===== src/rtl/duck_gpio_pkg.sv =====
// Shared definitions for the GPIO coordinate link (sender and receiver).
// Build option: define COORD_TX_PARITY_EN to carry even parity in bit 19 of the
// frame word; otherwise that bit is always 0.
package duck_gpio_pkg;

    localparam int unsigned COORD_NIBBLES    = 5;
    localparam int unsigned COORD_FRAME_BITS = 20;

    typedef enum logic [1:0] {
        StIdle,
        StSetup,
        StStrobe,
        StGap
    } tx_state_e;

    // Frame word layout: {par, shot, y[8:0], x[8:0]}
    function automatic logic [COORD_FRAME_BITS-1:0] coord_pack(
        input logic [8:0] x,
        input logic [8:0] y,
        input logic       shot
    );
        logic par;
`ifdef COORD_TX_PARITY_EN
        par = ^{shot, y, x};
`else
        par = 1'b0;
`endif
        return {par, shot, y, x};
    endfunction

    // Nibble i of the frame word, LSB first
    function automatic logic [3:0] coord_nibble(
        input logic [COORD_FRAME_BITS-1:0] word,
        input logic [2:0]                  idx
    );
        logic [3:0] nib;
        case (idx)
            3'd0:    nib = word[3:0];
            3'd1:    nib = word[7:4];
            3'd2:    nib = word[11:8];
            3'd3:    nib = word[15:12];
            3'd4:    nib = word[19:16];
            default: nib = 4'h0;
        endcase
        return nib;
    endfunction

endpackage


===== src/rtl/coord_transmitter.sv =====
// Serializes a cursor coordinate frame onto the GPIO header as five strobed
// nibbles, with an idle gap between frames.
// Build option: COORD_TX_PARITY_EN (see duck_gpio_pkg) enables the parity bit.
module coord_transmitter
    import duck_gpio_pkg::*;
#(
    parameter int unsigned HOLD = 25,
    parameter int unsigned GAP  = 50
) (
    input  logic        Clk,
    input  logic        Reset,
    input  logic        send_valid,
    input  logic [8:0]  tx_x,
    input  logic [8:0]  tx_y,
    input  logic        tx_shot,
    output logic        send_ready,
    output logic [3:0]  gpio_data,
    output logic        gpio_strobe,
    output logic        gpio_frame,
    output logic [15:0] frame_count
);

    localparam int unsigned CntMax = (HOLD > GAP) ? HOLD : GAP;
    localparam int unsigned CntW   = $clog2(CntMax + 1);

    localparam logic [CntW-1:0] HoldLast = CntW'(HOLD - 1);
    localparam logic [CntW-1:0] GapLast  = CntW'(GAP - 1);
    localparam logic [2:0]      LastIdx  = 3'(COORD_NIBBLES - 1);

    tx_state_e                   state;
    logic [COORD_FRAME_BITS-1:0] frame_word;
    logic [2:0]                  idx;
    logic [CntW-1:0]             cnt;
    logic [15:0]                 frame_cnt;

    assign frame_count = frame_cnt;

    // Frame FSM: phase timing, nibble sequencing and all registered outputs
    always_ff @(posedge Clk) begin
        if (Reset) begin
            state       <= StIdle;
            frame_word  <= '0;
            idx         <= '0;
            cnt         <= '0;
            frame_cnt   <= '0;
            send_ready  <= 1'b1;
            gpio_data   <= 4'h0;
            gpio_strobe <= 1'b0;
            gpio_frame  <= 1'b0;
        end else begin
            unique case (state)
                StIdle: begin
                    if (send_valid) begin
                        frame_word <= coord_pack(tx_x, tx_y, tx_shot);
                        idx        <= '0;
                        cnt        <= '0;
                        send_ready <= 1'b0;
                        gpio_frame <= 1'b1;
                        // n0 is x[3:0] regardless of parity
                        gpio_data  <= tx_x[3:0];
                        state      <= StSetup;
                    end
                end

                StSetup: begin
                    if (cnt == HoldLast) begin
                        cnt         <= '0;
                        gpio_strobe <= 1'b1;
                        state       <= StStrobe;
                    end else begin
                        cnt <= cnt + 1'b1;
                    end
                end

                StStrobe: begin
                    if (cnt == HoldLast) begin
                        cnt         <= '0;
                        gpio_strobe <= 1'b0;
                        if (idx == LastIdx) begin
                            gpio_frame <= 1'b0;
                            gpio_data  <= 4'h0;
                            frame_cnt  <= frame_cnt + 16'd1;
                            state      <= StGap;
                        end else begin
                            idx       <= idx + 3'd1;
                            gpio_data <= coord_nibble(frame_word, idx + 3'd1);
                            state     <= StSetup;
                        end
                    end else begin
                        cnt <= cnt + 1'b1;
                    end
                end

                StGap: begin
                    if (cnt == GapLast) begin
                        cnt        <= '0;
                        send_ready <= 1'b1;
                        state      <= StIdle;
                    end else begin
                        cnt <= cnt + 1'b1;
                    end
                end

                default: state <= StIdle;
            endcase
        end
    end

endmodule


===== config.mk =====
export PLATFORM = sky130hd
export DESIGN_NAME = coord_transmitter
export DESIGN_NICKNAME = d
export VERILOG_FILES = /design/src/rtl/duck_gpio_pkg.sv /design/src/rtl/coord_transmitter.sv
export SDC_FILE = /design/constraint.sdc
export NUM_CORES = 1
export LEC_CHECK = 0
export ABC_AREA = 1
export BUFFER_PORTS_ARGS = -buffer_cell sky130_fd_sc_hd__buf_2
export CORE_MARGIN = 10
export CORE_UTILIZATION = 52
export DETAILED_ROUTE_END_ITERATION = 8
export PLACE_DENSITY_LB_ADDON = 0.08
export SETUP_SLACK_MARGIN = 0.5
export SLEW_MARGIN = 15
export SYNTH_ARGS = -nofsm -noshare
export SYNTH_HDL_FRONTEND = slang
export SYNTH_SLANG_ARGS = --single-unit

===== constraint.sdc =====
create_clock -name Clk -period 1.8 [get_ports Clk]
set_input_delay 0.36 -clock Clk [delete_from_list [all_inputs] [get_ports Clk]]
set_output_delay 0.36 -clock Clk [all_outputs]
set_load 0.02 [all_outputs]

* Word-level counts from Yosys, hierarchy flattened *
Index checks and enable logic that the tools add are counted.

word-level totals
  register bits = 53
  output and inout port bits = 23

operators by class
  add/subtract/negate cells = 3
  equality and inequality tests = 16
  mux-type cells = 29
  reductions and logical operators = 14

operators by type and width
  kind                   number
  $pmux 4 s5             1
  $mux 6                 3
  $pmux 6 s3             1
  $add 16x1->16 const B  1
  $mux 4                 3
  $ne 2x2->1 const B     6
  $reduce_and 3->1       4
  $reduce_and 4->1       3
  $mux 2                 5
  $mux 3                 3
  $pmux 2 s4             1
  $pmux 4 s2             1
  $mux 1                 7
  $add 6x1->6 const B    1
  $eq 3x2->1 const B     2
  $eq 3x3->1 const B     2
  $eq 6x5->1 const B     1
  $eq 6x6->1 const B     1
  $pmux 1 s2             3
  $pmux 3 s2             1
  $reduce_bool 2->1      3
  $eq 2x2->1 const B     2
  $add 3x1->3 const B    1
  $eq 3x1->1 const B     1
  other kinds (5)        5

* Logic depth before layout (Yosys ltp) *
  depth in word-level cells = 6
  mapped depth = 11
  mapped depth without buffers = 11

* Worst setup path before layout *
Ideal clock, no wire load.

  path kind = register -> register
  start = register idx[0]
  end = register frame_cnt[7], in the netlist frame_count[7]
  setup time = 113 ps
  data arrival time = 1429 ps
  path slack = 258 ps
  cell stages (with the launch flop) = 10
  period minus slack after synthesis = 1542 ps
  path through = dfxtp_1 > inv_1 > ha_1 > nand2_2 > nor2_4 > nand2_4 > nor2_4 > nand3_1 > o21ai_1 > nor2_1

between the ends
  word-level cells in the longest chain between the ends = 2

RTL lines
  element                            RTL line                 RTL
  start, declared                    coord_transmitter.sv:32  logic [2:0] idx;
  start signal, assigned             coord_transmitter.sv:85  idx <= idx + 3'd1;
  $eq 3x3->1                         coord_transmitter.sv:79  if (idx == LastIdx) begin
  $reduce_and 3->1 (no source line)  -
  end signal, assigned               coord_transmitter.sv:82  frame_cnt <= frame_cnt + 16'd1;
  end, declared                      coord_transmitter.sv:34  logic [15:0] frame_cnt;

Every way passes these cells.
A chain may end at the register's enable or synchronous reset.

* Final worst setup path *
  start = register cnt[1]
  end = register cnt[0]

between the ends
  word-level cells in the longest chain between the ends = 3

RTL lines
  element                                   RTL line                                                                   RTL
  start, declared                           coord_transmitter.sv:33                                                    logic [CntW-1:0] cnt;
  start signal, assigned                    coord_transmitter.sv:71                                                    cnt <= cnt + 1'b1;
  start signal, assigned                    coord_transmitter.sv:90                                                    cnt <= cnt + 1'b1;
  start signal, assigned                    coord_transmitter.sv:100                                                   cnt <= cnt + 1'b1;
  $eq 6x6->1 or $eq 6x5->1 (tied branches)  coord_transmitter.sv:95, coord_transmitter.sv:66, coord_transmitter.sv:76
  $mux 6 (on tied branches)                 coord_transmitter.sv:95, coord_transmitter.sv:66, coord_transmitter.sv:76
  $pmux 6 s3 *                              coord_transmitter.sv:51                                                    unique case (state)

Mark *: on every way between the ends. The rest lies on a longest branch, timed or not.

==> key figures <==
Yosys
  – Ys Warns: 0
  – Avg Inst Size Synth: 6.963 sq um
  – Seq cells post-synth: 53
  – Cells after Synth: 409
  – Post-Syn Area: 0.002848 sq mm
  – Sequential area share after synthesis: 37.26%
  – Distinct cells, synth: 33
  – Net Count, Synth: 445

Clock network
  – Worst skew pair latency: 320 ps
  – TritonCTS clock tree: done
  – Worst-case clock buffer depth: 2
  – Number of CTS-inserted buffers: 5
  – CTS Sinks: 53
  – Root Driver: clkbuf_8
  – Hold buffers post-CTS: 0
  – Worst-path clk slew: 90 ps
  – H-tree levels: 2

Finish
  – Layout area overhead: 38.14%
  – Commonest non-fill, non-tap cell in the layout: nand2_1
  – Final nets: 520
  – Antenna Cells: 0
  – Ratio of cells with drive above 1 in the final layout: 40.00%
  – Commonest cells after routing, fill and taps aside: nand2_1, nor2_1, buf_2, dfxtp_1, nand3_1

GRT
  – Initial antenna violation count: 0
  – Number of global-route vias before repair: 2839
  – Total Routing Usage GR: 17.44%
  – Overflow after GRT: 0
  – Largest net degree at the start of global routing: 22
  – First-pass GRT wire length: 12.68 mm

STA
  – Clock skew: 9.141 ps
  – Slew Limit Fails: 0
  – Min Tclk post-route: 1504 ps
  – Rel. slew slack: 80.42%
  – Final Setup Violations: 0
  – Hold Vio Cnt, Final: 0
  – RSZ-0062 raised after global routing: true
  – Period utilisation layout: 83.56%
  – Upper clock frequency limit: 0.6649 GHz
  – Slew at the pin closest to its max-slew limit: 291.3 ps
  – Setup TNS: 0 ps

Floorplan
  – Die X: 94 um
  – IO Count: 45
  – Die area: 0.008836 sq mm
  – Core region area: 0.005205 sq mm
  – Initial Util: 54.71%
  – Die H: 94 um
  – Cell Rows: 26

Routing
  – Residual DRC: 0
  – Vias per cell: 5.483
  – DR WL/cell: 14.82 um
  – Antenna viol nets, final: 0
  – TritonRoute pass-1 iters: 5
  – Routed vias: 3043
  – DRT iter0 DRCs: 151
  – Routed WL: 8.223 mm

Pwr
  – Leakage dissipation: 0.001631 uW
  – PD cells: 1033 mW/mm^2
  – Tot Pwr: 4063 uW
  – Maximum vdd drop: 0.8328 mV

Setup path
  – R2R depth: 8
  – Worst reg-to-reg setup slack: 300 ps
  – Critical path type: reg -> reg
  – CP Capture Type: register
  – Critical-path maximum fanout: 5
  – RR Startpoint: cnt[1]$_SDFFE_PP0N_
  – FF-to-FF End: cnt[0]$_SDFFE_PP0N_
  – Worst EP required: 2000 ps
  – CP startpoint kind: register
  – CP Data Arrival Time: 1710 ps

Hold path
  – Min-delay src: tx_y[8]
  – Min-Delay Endpoint: frame_word[17]$_SDFFE_PP0P_
  – Hold path cells: 3
  – HP Class: in -> reg

Job
  – Max_cap viols: 0

Outcome
  – Status: completed

Place
  – Placed wire-length estimate: 5.530 mm
  – Routability Congestion: 0.8608
  – Port Buffers: 44
cell usage after synthesis:
master     n  area share (%)
nor3_2     1            0.35
nand2_4    2            0.79
xor2_1     3            0.92
o21ai_1    2            0.35
a21oi_1   29             5.1
buf_6      1            0.40
nor4_1     1            0.22
nor3_4     1            0.57
a21oi_4    1            0.57
nand2_2    5             1.1
inv_1     33             4.3
clkinv_1   1            0.13
nor2_2     1            0.22
o31ai_1    1            0.26
ha_1      14             6.2
o21ai_2    1            0.31
nor2_1    62             8.2
o21ai_0   34             6.0
a21oi_2    2            0.62
and3_1     1            0.22
clkbuf_1   9             1.2
nor3_1     8             1.4
nand3_4    1            0.62
o21a_1     1            0.26
nand3_1   35             6.2
inv_2      8             1.1
a21boi_1   1            0.26
a211oi_1   2            0.53
nand2_1   81              11
nand4_1    9             2.0
nor2_4     4             1.6
dfxtp_1   53              37
a21o_1     1            0.26
stage by stage:
stage / area [sq um] / cells / worst slack (ps) / hold slack, ps / utilization (%)
after floorplan: 2997 / 409 / 437.3 / 424.6 / -
after global placement: 3294 / 518 / 259.3 / 445.1 / 63.29
after detailed placement: 3294 / 518 / 237.8 / 448.7 / 63.29
after CTS: 3689 / 545 / 329.2 / 290.7 / 70.87
after global routing: 3934 / 555 / 196.0 / 283.1 / 75.58
final: 3934 / 555 / 295.9 / 287.3 / 75.58
state kept, by name, summed over array words and instances, names as in the netlist:
name	cells
gpio_data	4
send_ready	1
cnt	6
state	2
idx	3
frame_word	19
gpio_frame	1
gpio_strobe	1
frame_count	16
logic make-up (layout without fill, tap and decap cells):
kind of cell | after synthesis | count (layout) | share of synthesized area, %
AOI/OAI and AO/OA | 75 | 75 | 14.50
xor gates and xnor gates | 3 | 3 | 0.9228
adders and majority gates | 14 | 14 | 6.151
buffers and inverters | 52 | 128 | 7.118
DFF | 53 | 53 | 37.26
and+or+nand+nor | 212 | 212 | 34.05
where the power goes:
group          switching, uW  leakage, uW  internal (uW)  total, uW
logic                    993      0.00113            708       1700
clock network            400    0.0000585            454        854
registers                142     0.000444           1370       1510
area by class of cell:
| class | count | area (sq um) |
|---|---|---|
| well taps | 70 | 87.58 |
| clock buffers | 7 | 86.33 |
| flip-flops and latches | 53 | 1097 |
| fillers | 392 | 1271 |
| inverters | 42 | 187.7 |
| clock inverters | 1 | 30.03 |
| multi-input cells | 304 | 1927 |
| repair buffers | 78 | 518.0 |
routing by layer:
layer  routed length, um  global-route usage (%)  part of all wire, %
met5                   0                       0                    0
met4                 191                   5.190                  2.3
met1                3265                   18.55                   40
met3                 472                   4.876                  5.7
met2                4294                   32.37                   52
worst max path at each step:
| stage | from | endpoint | slack (ps) | cells after the start |
|---|---|---|---|---|
| after floorplan | idx[1]$_SDFFE_PP0P_ | frame_count[7]$_SDFFE_PP0P_ | 440 | 9 |
| after global placement | state[1]$_SDFFE_PP0P_ | gpio_data[1]$_SDFFE_PP0P_ | 260 | 11 |
| after detailed placement | state[0]$_SDFFE_PP0P_ | gpio_data[1]$_SDFFE_PP0P_ | 240 | 11 |
| after CTS | state[1]$_SDFFE_PP0P_ | gpio_data[1]$_SDFFE_PP0P_ | 330 | 11 |
| after global routing | cnt[1]$_SDFFE_PP0N_ | gpio_data[1]$_SDFFE_PP0P_ | 200 | 10 |
| final | cnt[1]$_SDFFE_PP0N_ | cnt[0]$_SDFFE_PP0N_ | 300 | 8 |
timing repair:
item	in CTS	in global routing
buffers inserted	19	10
pin swaps	29	22
gates resized for setup	38	55
setup endpoints to repair	37	55
worst max-delay path: stages, from the launching register on:
cell and delay (ps):
dfxtp_2 350, inv_4 70, ha_1 150, nand3_1 100
o21a_4 260, buf_4 130, a21o_1 160, nand2_1 80
a21oi_1 80
Power figures use the tool's default switching activity.
